==> src/rtl/tt_um_emern_frame_commit.sv <==
// Double-buffered configuration scheduler: shadow writes at any time,
// shadow->active copy one register per cycle starting at vblank rise.
module tt_um_emern_frame_commit #(
  parameter int unsigned NUM_REGS = 8,
  parameter int unsigned DATA_W   = 16,
  parameter int unsigned ADDR_W   = 3
) (
  input  logic                         clk,
  input  logic                         rst,
  input  logic                         wr_valid,
  output logic                         wr_ready,
  input  logic [ADDR_W-1:0]            wr_addr,
  input  logic [DATA_W-1:0]            wr_data,
  input  logic                         commit_req,
  input  logic                         vblank,
  output logic [NUM_REGS*DATA_W-1:0]   active_regs,
  output logic                         commit_pending,
  output logic                         commit_done,
  output logic [7:0]                   frame_cnt,
  output logic [1:0]                   err,
  input  logic                         err_clr
);

  localparam int unsigned IDX_W = (NUM_REGS > 1) ? $clog2(NUM_REGS) : 1;

  typedef enum logic [1:0] {
    IDLE  = 2'd0,
    ARMED = 2'd1,
    COPY  = 2'd2
  } state_t;

  state_t                       r_state;
  state_t                       w_next;
  logic [IDX_W-1:0]             r_idx;
  logic                         r_pend;
  logic                         r_vblank_q;
  logic                         r_done;
  logic [7:0]                   r_frame;
  logic [1:0]                   r_err;
  logic [DATA_W-1:0]            r_shadow [NUM_REGS];
  logic [NUM_REGS*DATA_W-1:0]   r_active;

  logic w_vb_rise;
  logic w_vb_fall;
  logic w_copy;
  logic w_last;
  logic w_wr_acc;
  logic w_addr_ok;

  assign w_vb_rise = vblank & ~r_vblank_q;
  assign w_vb_fall = ~vblank & r_vblank_q;
  assign w_copy    = (r_state == COPY);
  assign w_last    = w_copy && (r_idx == IDX_W'(NUM_REGS - 1));
  assign w_wr_acc  = wr_valid & ~w_copy;
  assign w_addr_ok = (32'(wr_addr) < NUM_REGS);

  assign wr_ready       = ~w_copy;
  assign commit_pending = (r_state != IDLE) | r_pend;
  assign commit_done    = r_done;
  assign frame_cnt      = r_frame;
  assign err            = r_err;
  assign active_regs    = r_active;

  // State register
  always_ff @(posedge clk or posedge rst) begin
    if (rst) r_state <= IDLE;
    else     r_state <= w_next;
  end

  // Next-state: a commit_req on the final copy cycle also re-arms
  always_comb begin
    w_next = r_state;
    case (r_state)
      IDLE:    if (commit_req) w_next = ARMED;
      ARMED:   if (w_vb_rise)  w_next = COPY;
      COPY:    if (w_last)     w_next = (r_pend | commit_req) ? ARMED : IDLE;
      default: w_next = IDLE;
    endcase
  end

  // Copy index, pending-next flag and completion pulse
  always_ff @(posedge clk or posedge rst) begin
    if (rst) begin
      r_idx  <= '0;
      r_pend <= 1'b0;
      r_done <= 1'b0;
    end else begin
      r_done <= w_last;
      if (w_copy && !w_last) r_idx <= r_idx + IDX_W'(1);
      else                   r_idx <= '0;
      if (w_last)                  r_pend <= 1'b0;
      else if (w_copy && commit_req) r_pend <= 1'b1;
    end
  end

  // vblank edge history and frame counter
  always_ff @(posedge clk or posedge rst) begin
    if (rst) begin
      r_vblank_q <= 1'b1;
      r_frame    <= 8'd0;
    end else begin
      r_vblank_q <= vblank;
      if (w_vb_rise) r_frame <= r_frame + 8'd1;
    end
  end

  // Sticky error flags; a set event beats a simultaneous clear
  always_ff @(posedge clk or posedge rst) begin
    if (rst) begin
      r_err <= 2'b00;
    end else begin
      r_err[0] <= (w_wr_acc & ~w_addr_ok) | (r_err[0] & ~err_clr);
      r_err[1] <= (w_copy & w_vb_fall)    | (r_err[1] & ~err_clr);
    end
  end

  // Shadow bank writes
  always_ff @(posedge clk or posedge rst) begin
    if (rst) begin
      for (int unsigned i = 0; i < NUM_REGS; i++) r_shadow[i] <= '0;
    end else begin
      for (int unsigned i = 0; i < NUM_REGS; i++) begin
        if (w_wr_acc && w_addr_ok && (32'(wr_addr) == i)) r_shadow[i] <= wr_data;
      end
    end
  end

  // Active bank: one register copied per COPY cycle
  always_ff @(posedge clk or posedge rst) begin
    if (rst) begin
      r_active <= '0;
    end else begin
      for (int unsigned i = 0; i < NUM_REGS; i++) begin
        if (w_copy && (32'(r_idx) == i)) r_active[i*DATA_W +: DATA_W] <= r_shadow[i];
      end
    end
  end

endmodule

==> config.mk <==
export PLATFORM = sky130hd
export DESIGN_NAME = tt_um_emern_frame_commit
export DESIGN_NICKNAME = d
export VERILOG_FILES = /design/src/rtl/tt_um_emern_frame_commit.sv
export SDC_FILE = /design/constraint.sdc
export NUM_CORES = 1
export LEC_CHECK = 0
export ABC_AREA = 1
export CAP_MARGIN = 20
export CORE_MARGIN = 5
export CORE_UTILIZATION = 53
export CTS_CLUSTER_DIAMETER = 40
export DETAILED_ROUTE_END_ITERATION = 16
export PLACE_DENSITY = 0.79
export SYNTH_ARGS = -nofsm -noshare
export SYNTH_HDL_FRONTEND = slang
export SYNTH_SLANG_ARGS = --single-unit
==> constraint.sdc <==
create_clock -name clk -period 9.7 [get_ports clk]
set_input_delay 0.97 -clock clk [delete_from_list [all_inputs] [get_ports clk]]
set_output_delay 0.97 -clock clk [all_outputs]
set_load 0.05 [all_outputs]
==> results of run 1 <==
-- placed cells by master (no fill, tap or decap), drive strengths merged --
cell and instances:
a21oi 1, nand3 93, clkinvlp 2, xnor2 2
clkdlybuf4s50 165, bufinv 5, inv 126, nor3 2
dfstp 1, buf 5, clkinv 5, ha 7
nor2 17, nand2 474, xor2 1, clkbuf 51
o21ai 131, nand4 3, dfrtp 273
-- flip-flops by register name, indices dropped and copies added (netlist names) --
| name | flops |
|---|---|
| err | 2 |
| active_regs | 128 |
| r_idx | 3 |
| frame_cnt | 8 |
| r_state | 2 |
| commit_done | 1 |
| r_pend | 1 |
| r_vblank_q | 1 |
| r_shadow | 128 |
-- where the power goes --
part	leakage (uW)	internal, uW	switching (uW)
sequential	0.00342	1400	149
clock	0.000601	875	471
combinational	0.00296	257	570
total	0.00697	2540	1190
-- worst min-delay path by stage --
| stage | start | endpoint | slack [ns] | depth (start not counted) |
|---|---|---|---|---|
| floorplan | r_shadow[100]$_DFFE_PP0P_ | r_shadow[100]$_DFFE_PP0P_ | 0.44 | 2 |
| global placement | r_shadow[110]$_DFFE_PP0P_ | r_shadow[110]$_DFFE_PP0P_ | 0.45 | 2 |
| detailed placement | r_shadow[94]$_DFFE_PP0P_ | r_shadow[94]$_DFFE_PP0P_ | 0.46 | 2 |
| CTS | r_shadow[94]$_DFFE_PP0P_ | r_shadow[94]$_DFFE_PP0P_ | 0.47 | 2 |
| global route | r_shadow[94]$_DFFE_PP0P_ | r_shadow[94]$_DFFE_PP0P_ | 0.48 | 2 |
| finish | r_shadow[92]$_DFFE_PP0P_ | r_shadow[92]$_DFFE_PP0P_ | 0.47 | 2 |
-- worst max-delay path, cell delays in order, from the launching register on --
cell	delay, ns
dfrtp_1	0.44
nand2_4	0.16
clkdlybuf4s50_1	0.82
-- per-stage QoR --
stage / cells / util
5_1_grt: 1634 / 0.687
4_1_cts: 1630 / 0.681
2_1_floorplan: 1197 / -
3_5_place_dp: 1568 / 0.621
6_report: 1634 / 0.687
3_3_place_gp: 1568 / 0.621
-- cell families (layout without fill, tap and decap cells) --
kind of cell	count (synthesis)	in the layout	share of synthesized area
AND/OR/NAND/NOR	589	589	0.223
XOR/XNOR	3	3	0.00241
buffers and inverters	192	359	0.0763
adder cells (fa/ha/maj)	7	7	0.00804
AO/OA/AOI/OAI	132	132	0.0607
flip-flops	274	274	0.630
-- metal layers --
| layer | global-route usage | share of wire |
|---|---|---|
| met2 | 0.377 | 0.48 |
| met3 | 0.0515 | 0.070 |
| met1 | 0.318 | 0.43 |
| met4 | 0.0627 | 0.024 |
| met5 | 0 | 0.00066 |
-- cell type report --
type | count | area share
clock buffer | 49 | 0.0742
clock inverter | 13 | 0.0146
inverter | 125 | 0.0347
multi-input combinational | 731 | 0.231
sequential | 274 | 0.494
tap | 270 | 0.0243
timing repair buffer | 172 | 0.128
==> impl_metrics.tcl, run 1 <==
set metrics [dict create \
    n_antenna_cell 0 \
    yosys_register_bits 274 \
    tightest_slew_ns 1.06 \
    synth_top_area_frac 0.627 \
    ys_top_cells_by_area "dfrtp_1 (63%), nand2_1 (16%), o21ai_0 (6.0%)" \
    period_share 0.297 \
    timing.fmax_mhz 347 \
    rsz0062_at_grt "no" \
    slew_violations 0 \
    area_growth_pct 27.6 \
    grt_pass1_wl_um 43700 \
    crit-reg2reg-launch "r_state[0]$_DFFE_PP0P_" \
    syn_area_per_cell_um2 9.10 \
    dr.pass1.iters 5 \
    syn_nets 1229 \
    hold_viol 0 \
    post_cts_buffers 0 \
    ant_nets 0 \
    final_cell_area_um2 13900 \
    timing.final.ws_setup_ns 6.82 \
    avgViaCountPerCell 5.12 \
    dpl.hpwl_um 16900 \
    die_h_um 153 \
    endpoint_kind "output pin" \
    status "complete, no violations" \
    grt_usage 0.231 \
    drt_iter0_drc 673 \
    cts_made_buffers 34 \
    required_ns 8.73 \
    drive_above_1_share 0.0630 \
    cts_tree "yes" \
    r2r_cells 5 \
    critPathLaunchType "flop" \
    p_per_area_nw_per_um2 268 \
    ioPinCount 166 \
    synth_top_cell_by_area "dfrtp_1" \
    die_w_um 153 \
    netlist_area_um2 10900 \
    grt_max_degree 111 \
    regArea_um2 6860 \
    route.detailed.drc 0 \
    placed_cell_area_um2 12600 \
    cp-startpoint "r_state[1]$_DFFE_PP0P_" \
    synth-seq-area-share 0.630 \
    r2r_end "active_regs[26]$_DFFE_PP0P_" \
    holdWs_ns 0.470 \
    synth_cell_types 22 \
    crit_type "reg2out" \
    ctsHtreeMaxLevel 2 \
    syn-instance-count 1197 \
    initial_core_util 0.538 \
    synth_ff_type "dfrtp_1" \
    path_max_fanout 6 \
    fillCellCount 1499 \
    multi_input_area_um2 3200 \
    place_worst_setup_slack_ns 6.56 \
    hp-class "reg2reg" \
    r2r_setup_slack_ns 7.46 \
    root_buffer "clkbuf_16" \
    fin_setup_tns_ns 0 \
    synth_warnings 0 \
    hold_buffers 0 \
    clock_latency_ns 0.50 \
    die_area_um2 23500 \
    wl_per_cell_um 16.6 \
    clock_sinks 274 \
    place.gp.congestion 0.842 \
    place.port_buffers 165 \
    yosysMostFrequentCell "nand2_1" \
    async_flop_share 1.00 \
    cts_resized 0 \
    grt-ovfl-total 0 \
    dr_total_vias 8372 \
    core_area_um2 20200 \
    synthTopCellsByCount "nand2_1 (465), dfrtp_1 (273), o21ai_0 (131), inv_1 (120), nand3_1 (93)" \
    wirelength_um 27100 \
    antenna_found_initial 1 \
    final_nets 1370 \
    grt_pass1_vias 8319 \
    max-vdd-ir-drop_uv 126 \
    fin_skew_ns 0.0121 \
    maxCapViolCount 0 \
    crit_arrival_ns 1.91 \
    fin_crit_ns 2.88 \
    worstSetupEndpoint "wr_ready" \
    p_total_uw 3730 \
    setup_violations 0 \
    clockBufferDepth 3 \
    slew_headroom 0.294 \
    leakagePower_uw 0.00697 \
    synth_edf_count 0 \
    fp-row-count 52 \
    clk_pin_slew_worst_paths_ns 0.06 \
]
No activity file was read; power rests on OpenSTA's default activity.
==> inputs of run 2 (changes only) <==
- CORE_UTILIZATION: 53 -> 49
- PLACE_DENSITY: 0.79 -> 0.76
- clock period: 9.7 -> 2.4 ns (I/O delays scaled with it)
==> run 2 against run 1 <==
Against the previous run:
- critical path depth did not move
- via count grew 1.9%
- register-to-register slack worse by 6.8 ns
- clock skew decreased by 0.0022 ns
- routed wire length rose by 2.8%
- hold slack lost 0.29 ns
- die area increased by 7.6%
- flip-flop and latch count unchanged
- cell count up 1.9%
==> impl_metrics.tcl, run 2 (synthesized netlist as in run 1, its figures left out) <==
set metrics [dict create \
    leakagePower_uw 0.00703 \
    crit-reg2reg-launch "r_idx[0]$_DFF_PP0_" \
    gr-usage-met2 0.359 \
    crit_path_top_delay_cell "clkdlybuf4s50_1" \
    most-common-layout-cells "nand2_1 (465), dfrtp_1 (273), clkdlybuf4s50_1 (165), o21ai_0 (131), inv_1 (119)" \
    dpl.hpwl_um 18000 \
    combPwrFrac 0.226 \
    die_h_um 159 \
    fp-row-count 54 \
    place.port_buffers 165 \
    top_usage_layer "met2" \
    clock_sinks 274 \
    final_common_cell "nand2_1" \
    die_area_um2 25300 \
    clk_pin_slew_worst_paths_ns 0.06 \
    period_share 0.902 \
    dp_cells 1601 \
    max-vdd-ir-drop_uv 520 \
    p_total_uw 14900 \
    pwr-share-clk 0.354 \
    p_per_area_nw_per_um2 1070 \
    dr.pass1.iters 5 \
    cts_tree "yes" \
    ioPinCount 166 \
    hold_buffers 0 \
    internal_power_uw 9900 \
    ant_nets 0 \
    fin_skew_ns 0.00993 \
    grt_use_met3 0.0603 \
    switchingPower_uw 5020 \
    antenna_found_initial 1 \
    hold_viol 0 \
    fin_cells 1665 \
    fin_crit_ns 2.17 \
    fin_setup_tns_ns 0 \
    cts_resized 0 \
    n_antenna_cell 0 \
    grt_usage 0.223 \
    maxCapViolCount 0 \
    place_worst_setup_slack_ns 0.351 \
    grt_pass1_vias 8798 \
    area_growth_pct 28.4 \
    timing.final.ws_setup_ns 0.234 \
    tightest_slew_ns 0.771 \
    critPathLaunchType "flop" \
    clock_latency_ns 0.51 \
    post_cts_buffers 0 \
    hp-class "in2async" \
    clockBufferDepth 3 \
    rsz0062_at_grt "no" \
    slowest_delay_ns 0.83 \
    fillCellCount 1772 \
    avgViaCountPerCell 5.12 \
    slew_headroom 0.484 \
    timing.fmax_mhz 462 \
    root_buffer "clkbuf_16" \
    required_ns 2.16 \
    final_nets 1390 \
    drt_iter0_drc 663 \
    setup_violations 0 \
    wl_per_cell_um 16.7 \
    place.gp.congestion 0.799 \
    crit_arrival_ns 1.93 \
    ctsHtreeMaxLevel 2 \
    initial_core_util 0.499 \
    seqPwrFrac 0.420 \
    met1_usage 0.301 \
    status "complete, no violations" \
    dr_total_vias 8528 \
    route.detailed.drc 0 \
    holdWs_ns 0.182 \
    slew_violations 0 \
    die_w_um 159 \
    crit_type "reg2out" \
    core_area_um2 21800 \
    drive_above_1_share 0.0816 \
    grt_max_degree 58 \
    path_max_fanout 6 \
    endpoint_kind "output pin" \
    grt-ovfl-total 0 \
    grt_pass1_wl_um 46200 \
    crit_chain "nand2_4 > clkdlybuf4s50_1" \
    cp-startpoint "r_state[1]$_DFFE_PP0P_" \
    p_sw_frac 0.336 \
    wirelength_um 27800 \
    cts_made_buffers 35 \
]
==> run 2: changes by cell type in the layout (fill, tap and decap cells not counted) <==
cell / previous run / this run
clkbuf_1: 6 / 1
nor2_1: 12 / 11
bufinv_16: 5 / 2
nor2_2: 1 / 2
inv_8: 1 / 3
clkinv_4: 1 / 8
clkinv_2: 4 / 2
buf_4: 3 / 22
buf_16: 2 / 0
clkbuf_16: 39 / 35
buf_12: 0 / 4
inv_6: 1 / 6
==> run 2: critical path, delay by kind of cell, from the launching register on <==
| kind | cells | cell delay (ns) |
|---|---|---|
| flops | 1 | 0.43 |
| simple gates | 1 | 0.16 |
| buf+inv | 1 | 0.83 |
==> run 2: metrics by stage <==
step / utilization / cell area, um^2
after global routing: 0.641 / 14000
after floorplan: - / 10900
after CTS: 0.641 / 14000
after global placement: 0.586 / 12800
after detailed placement: 0.586 / 12800
final: 0.641 / 14000
==> run 2: power groups by stage <==
stage | logic [uW] | clock network [uW] | registers (uW)
after global routing | 3740 | 5600 | 6390
final | 3370 | 5280 | 6270
after CTS | 3410 | 5350 | 6270
after detailed placement | 3370 | 0 | 6330
after floorplan | 1460 | 0 | 7100
after global placement | 3270 | 0 | 6300
==> run 2: area by class of cell <==
| class | instances | area, um^2 | area share |
|---|---|---|---|
| Sequential cell | 274 | 6860 | 0.490 |
| Multi-Input combinational cell | 731 | 3210 | 0.229 |
| Timing Repair Buffer | 191 | 1900 | 0.136 |
| Clock buffer | 42 | 962 | 0.0688 |
| Inverter | 125 | 478 | 0.0342 |
| Tap cell | 280 | 350 | 0.0250 |
| Clock inverter | 22 | 234 | 0.0167 |
==> run 2: metal layers <==
metal / share of wire / vias to the layer above / wire length, um
met5: 0.00047 / - / 13
met4: 0.021 / 2 / 597
met3: 0.082 / 55 / 2270
met2: 0.48 / 323 / 13300
met1: 0.42 / 4113 / 11700
li1: - / 4035 / -
==> run 2: final timing paths <==
kind | cells after the start | to | slack [ns]
worst min-delay path | 2 | frame_cnt[7]$_DFFE_PP0P_ | 0.18
max in group asynchronous | 3 | r_shadow[32]$_DFFE_PP0P_ | 1.51
worst max-delay path | 2 | wr_ready | 0.23
min in group clk | 1 | r_vblank_q$_DFF_PP1_ | 0.21
worst max register to register | 5 | active_regs[48]$_DFFE_PP0P_ | 0.62
worst min register to register | 2 | active_regs[52]$_DFFE_PP0P_ | 0.47
